===== config.mk =====
export PLATFORM = sky130hd
export DESIGN_NAME = button_debounce
export DESIGN_NICKNAME = d
export VERILOG_FILES = /design/src/rtl/button_debounce.sv
export SDC_FILE = /design/constraint.sdc
export NUM_CORES = 1
export LEC_CHECK = 0
export CAP_MARGIN = 20
export CELL_PAD_IN_SITES_DETAIL_PLACEMENT = 1
export CELL_PAD_IN_SITES_GLOBAL_PLACEMENT = 1
export CORE_ASPECT_RATIO = 0.9
export CORE_MARGIN = 4
export CORE_UTILIZATION = 38
export CTS_CLUSTER_SIZE = 25
export DETAILED_ROUTE_END_ITERATION = 6
export PLACE_DENSITY = 0.72
export SLEW_MARGIN = 20
export SYNTH_ARGS = -nofsm -noshare
export SYNTH_HDL_FRONTEND = slang
export SYNTH_SLANG_ARGS = --single-unit

===== constraint.sdc =====
create_clock -name clk -period 5.6 [get_ports clk]
set_input_delay 0.56 -clock clk [delete_from_list [all_inputs] [get_ports clk]]
set_output_delay 0.56 -clock clk [all_outputs]
set_load 0.01 [all_outputs]

===== src/rtl/button_debounce.sv =====
// button_debounce: per-button two-flop synchronizer plus stability counter.
// Raw pmod buttons are active-low; all outputs are active-high and registered.
// Optional feature macro: BUTTON_DEBOUNCE_RELEASE_PULSE_EN enables the
// release_pulse strobe; without it release_pulse is tied to zero.
module button_debounce #(
   parameter int unsigned N_BTN           = 2,
   parameter int unsigned DEBOUNCE_CYCLES = 120000
) (
   input  logic             clk,
   input  logic             rst_btn,
   input  logic [N_BTN-1:0] pmod,
   output logic [N_BTN-1:0] pressed,
   output logic [N_BTN-1:0] press_pulse,
   output logic [N_BTN-1:0] release_pulse
);

   localparam int unsigned    CW   = $clog2(DEBOUNCE_CYCLES + 1);
   localparam logic [CW-1:0]  TERM = CW'(DEBOUNCE_CYCLES - 1);

   logic [N_BTN-1:0] s1;
   logic [N_BTN-1:0] s2;
   logic [N_BTN-1:0] accept;
   logic [CW-1:0]    cnt [N_BTN];

   // Synchronizer; inverting at the input makes s1/s2 active-high.
   always_ff @(posedge clk) begin
      if (!rst_btn) begin
         s1 <= '0;
         s2 <= '0;
      end else begin
         s1 <= ~pmod;
         s2 <= s1;
      end
   end

   // A new level is accepted on the cycle its run reaches the terminal count.
   always_comb begin
      accept = '0;
      for (int unsigned i = 0; i < N_BTN; i++) begin
         accept[i] = (s2[i] != pressed[i]) && (cnt[i] == TERM);
      end
   end

   // Stability counters: any cycle agreeing with pressed restarts the run.
   always_ff @(posedge clk) begin
      for (int unsigned i = 0; i < N_BTN; i++) begin
         if (!rst_btn) begin
            cnt[i] <= '0;
         end else if ((s2[i] == pressed[i]) || accept[i]) begin
            cnt[i] <= '0;
         end else begin
            cnt[i] <= cnt[i] + 1'b1;
         end
      end
   end

   // Debounced level and press strobe, updated together on acceptance.
   always_ff @(posedge clk) begin
      if (!rst_btn) begin
         pressed     <= '0;
         press_pulse <= '0;
      end else begin
         pressed     <= pressed ^ accept;
         press_pulse <= accept & s2;
      end
   end

`ifdef BUTTON_DEBOUNCE_RELEASE_PULSE_EN
   // Release strobe: acceptance of a low synchronized level.
   always_ff @(posedge clk) begin
      if (!rst_btn) begin
         release_pulse <= '0;
      end else begin
         release_pulse <= accept & ~s2;
      end
   end
`else
   assign release_pulse = '0;
`endif

endmodule


-- After elaboration in Yosys (flattened, before gate mapping)
Memories as Yosys holds them, arrays and structs flattened.
Index checks and enable logic that the tools add are counted.
- bits in writable memories: 34
- input bits: 4
- register bits after elaboration: 8
- output and inout bits: 6
- memories: 1
- word-level logic and storage cells: 41
- memories (name ; words ; bits a word ; read ports ; clocked after Yosys merged registers in ; wr ports ; line ; RTL):
    cnt ; 2 ; 17 ; 2 ; 0 ; 2 ; 23 ; logic [CW-1:0] cnt [N_BTN];
- multiplexer cells: 17
- bitwise logic cells: 7
- reductions and logical operators: 4
- equal/unequal tests: 6
- add/subtract/negate cells: 2
- operators by type and width (cell ; number):
    $mux W17 ; 4
    $add A17 B1 Y17 const B ; 2
    $eq A17 B17 Y1 const B ; 2
    $mux W1 ; 13
    $or A1 B1 Y1 ; 4
    $and A2 B2 Y2 ; 1
    $eq A1 B1 Y1 ; 2
    $logic_and A1 B1 Y1 ; 2
    $logic_or A1 B1 Y1 ; 2
    $ne A1 B1 Y1 ; 2
    $not A2 Y2 ; 1
    $xor A2 B2 Y2 ; 1

-- Depth between registers and ports, before layout
An unclocked memory read counts as a cell.
- depth after elaboration: 9
- depth in mapped cells: 6
- gate-level depth less buffers: 5

-- Worst setup path after synthesis
OpenSTA, ideal clock, no wires.
- path kind: reg-to-reg
- from: memory cnt[1][8] in the netlist's numbering
- to: memory cnt[1][8] in the netlist's numbering (data pin)
- slack: 3562 ps
- required time: 5346 ps
- library setup time: 254 ps
- cell stages (with the launch flop): 6
- path buffers: 1
- arrival time: 1784 ps
- clock period less this slack: 2038 ps
- cell sequence: edfxtp_1 -> or4b_1 -> or4_4 -> nand3_4 -> buf_6 -> nor2_1
- RTL lines (item ; line):
    start, declared ; 23

==> results_dict.tcl <==
set metrics [dict create \
    start_util_pct 40.1 \
    regArea_mm2 0.00118 \
    fmax_mhz 447 \
    final_nets 246 \
    power_density_mw_per_mm2 242 \
    ioPinCount 10 \
    wl_per_cell_um 12.8 \
    post-route-min-period_ns 2.24 \
    grt_setup_unrepaired "false" \
    status "complete, no violations" \
    setup_violations 0 \
    yosys.area.top_type_share_pct 47.6 \
    drt_iter0_drc 77 \
    track_usage_pct 13.5 \
    synth_edf_count 34 \
    cts_setup_buffers 0 \
    die_h_um 79.3 \
    p_total_w 0.000598 \
    hold_class "flip-flop to flip-flop" \
    grt_max_degree 18 \
    cts_tree "yes" \
    rr_worst_depth 4 \
    end_kind "flip-flop" \
    ctsHoldBuffers 0 \
    clockBufferDepth 2 \
    worst-path-stages 4 \
    clock_sinks 42 \
    maxCapViolations 0 \
    grt_overflow 0 \
    grt_pass1_wl_um 7150 \
    via_count 1504 \
    dr.pass1.iters 4 \
    max_stage_delay_ns 0.57 \
    leakage_nw 0.825 \
    worstHoldPathCells 1 \
    synth_area_leader_cell "edfxtp_1" \
    cts-root-buf "clkbuf_8" \
    whs_ns 0.450 \
    path_max_fanout 17 \
    drive_above_1_share_pct 4.98 \
    synth.most_common_cell "nor2_1" \
    async_flop_share_pct 0 \
    fin_setup_tns_ns 0 \
    crit_chain "or4_1 > nor4_2 > nand3b_2 > nor2_1" \
    maxSlewViolCount 0 \
    seq_power_share_pct 60.7 \
    crit_slowest_cell "or4_1" \
    core_mm2 0.00535 \
    clkLatencyLatePin_ns 0.30 \
    synth_cell_types 29 \
    crit_family "simple AND/OR/NAND/NOR gates" \
    numCtsBuffers 5 \
    critPathArrivalTime_ns 2.29 \
    die-width_um 87.2 \
    vias_per_cell 4.88 \
    routabilityCongestion 0.776 \
    synth_warnings 0 \
    n_antenna_cell 0 \
    nFillCells 601 \
    synth_common_cells "40 x nor2_1, 34 x edfxtp_1, 25 x xnor2_1, 13 x nand4_1, 11 x nand3_1" \
    fp-row-count 25 \
    area_delta_synth_final_pct 15.3 \
    finalClockSkew_ns 0.00661 \
    switching_power_w 0.000147 \
    cts_resized 0 \
    period_share_pct 40.0 \
    clk_pin_slew_ns 0.09 \
    drc_errors 0 \
    multi_input_area_mm2 0.00102 \
    worst-setup-path-type "flip-flop to flip-flop" \
    crit_required_ns 5.65 \
    hold_viol 0 \
    crit_buf_inv 0 \
    hpwl_um 2830 \
    synth_area_leaders "edfxtp_1 48%, xnor2_1 10%, dfxtp_1 7.5%" \
    ant_nets 0 \
    synth_ff_type "edfxtp_1" \
    yosysSeqAreaShare_pct 55.1 \
    routed_wl_um 3940 \
    die_area_mm2 0.00691 \
    io_buffers 7 \
    synth_area_mm2 0.00214 \
    post_synth.cell_area_avg_um2 10.8 \
    htree_num_levels 2 \
    clkPwrFrac_pct 34.7 \
    ys_seq_elements 42 \
    startpoint_type "flip-flop" \
    peakVddDrop_uv 146 \
    synthCells 198 \
    comb_power_share_pct 4.5 \
    grt_pass1_vias 1529 \
    grt_antenna_before_repair 0 \
    swShare_pct 24.6 \
    intPower_w 0.000451 \
]
worst reg2reg max path: stages (launching register included):
cell and delay (ns):
edfxtp_1 0.50, or4_1 0.57, nor4_2 0.39, nand3b_2 0.42, nor2_1 0.11
path summary, 6_finish.rpt:
path                            start  slack [ns]                       to
min                  s1[0]$_SDFF_PN0_        0.45         s2[0]$_SDFF_PN0_
min reg2reg          s1[0]$_SDFF_PN0_        0.45         s2[0]$_SDFF_PN0_
max          cnt[0][11]$_SDFFCE_PN0P_        3.36  cnt[0][9]$_SDFFCE_PN0P_
max reg2reg  cnt[0][11]$_SDFFCE_PN0P_        3.36  cnt[0][9]$_SDFFCE_PN0P_
cells in the final DEF (no fill, tap or decap), types with 4 or more instances in the layout:
cell type	instances
dfxtp_1	8
nor2_1	40
nor4_1	9
xnor2_1	25
nand3_1	11
xor2_1	7
inv_1	7
clkbuf_8	5
conb_1	36
nor2b_1	4
clkdlybuf4s50_1	7
nand2_1	8
nor3_1	8
edfxtp_1	34
nand4_1	13
power groups by stage:
stage	Combinational, W	Sequential (W)	Clock [W]
6_report	0.0000272	0.000363	0.000208
5_1_grt	0.0000318	0.000366	0.000232
4_1_cts	0.0000270	0.000363	0.000218
3_5_place_dp	0.0000267	0.000370	0
3_3_place_gp	0.0000264	0.000370	0
2_1_floorplan	0.0000241	0.000365	0
through the flow:
stage	cell area, µm²	worst slack, ns	util (%)	std cells
after floorplan	2270	3.56	-	232
after global placement	2380	3.45	44.5	300
after detailed placement	2380	3.34	44.5	300
after CTS	2470	3.32	46.2	308
after global routing	2470	3.14	46.2	308
final	2470	3.36	46.2	308
cell type report:
type                            instances  share of cell area [%]
Clock buffer                            5                    2.78
Clock inverter                          3                   0.961
Inverter                                7                    1.06
Multi-Input combinational cell        177                    41.2
Sequential cell                        42                    47.7
Tap cell                               67                    3.39
Timing Repair Buffer                    7                    2.83
registers in the layout (all words and copies together), names as in the netlist, named ones only:
register and cells:
cnt 34, press_pulse 2, s1 2, s2 2
logic make-up (layout without fill, tap and decap cells):
family | Yosys count | in the layout | share of synthesized area [%]
simple gates | 105 | 105 | 26.1
flops | 42 | 42 | 55.1
xor+xnor | 32 | 32 | 13.1
buf+inv | 13 | 22 | 3.33
fa+ha+maj | 2 | 2 | 1.17
other cells | 2 | 36 | 0.350
mux | 2 | 2 | 0.934
metal layers:
metal / vias up / GRT usage [%] / wire, µm
met2: 23 / 19.0 / 1650
li1: 748 / - / -
met4: 0 / 5.52 / 76
met1: 727 / 19.7 / 2060
met5: - / 0 / 0
met3: 6 / 3.11 / 158
Note: power is estimated with default switching activity, not from simulation.
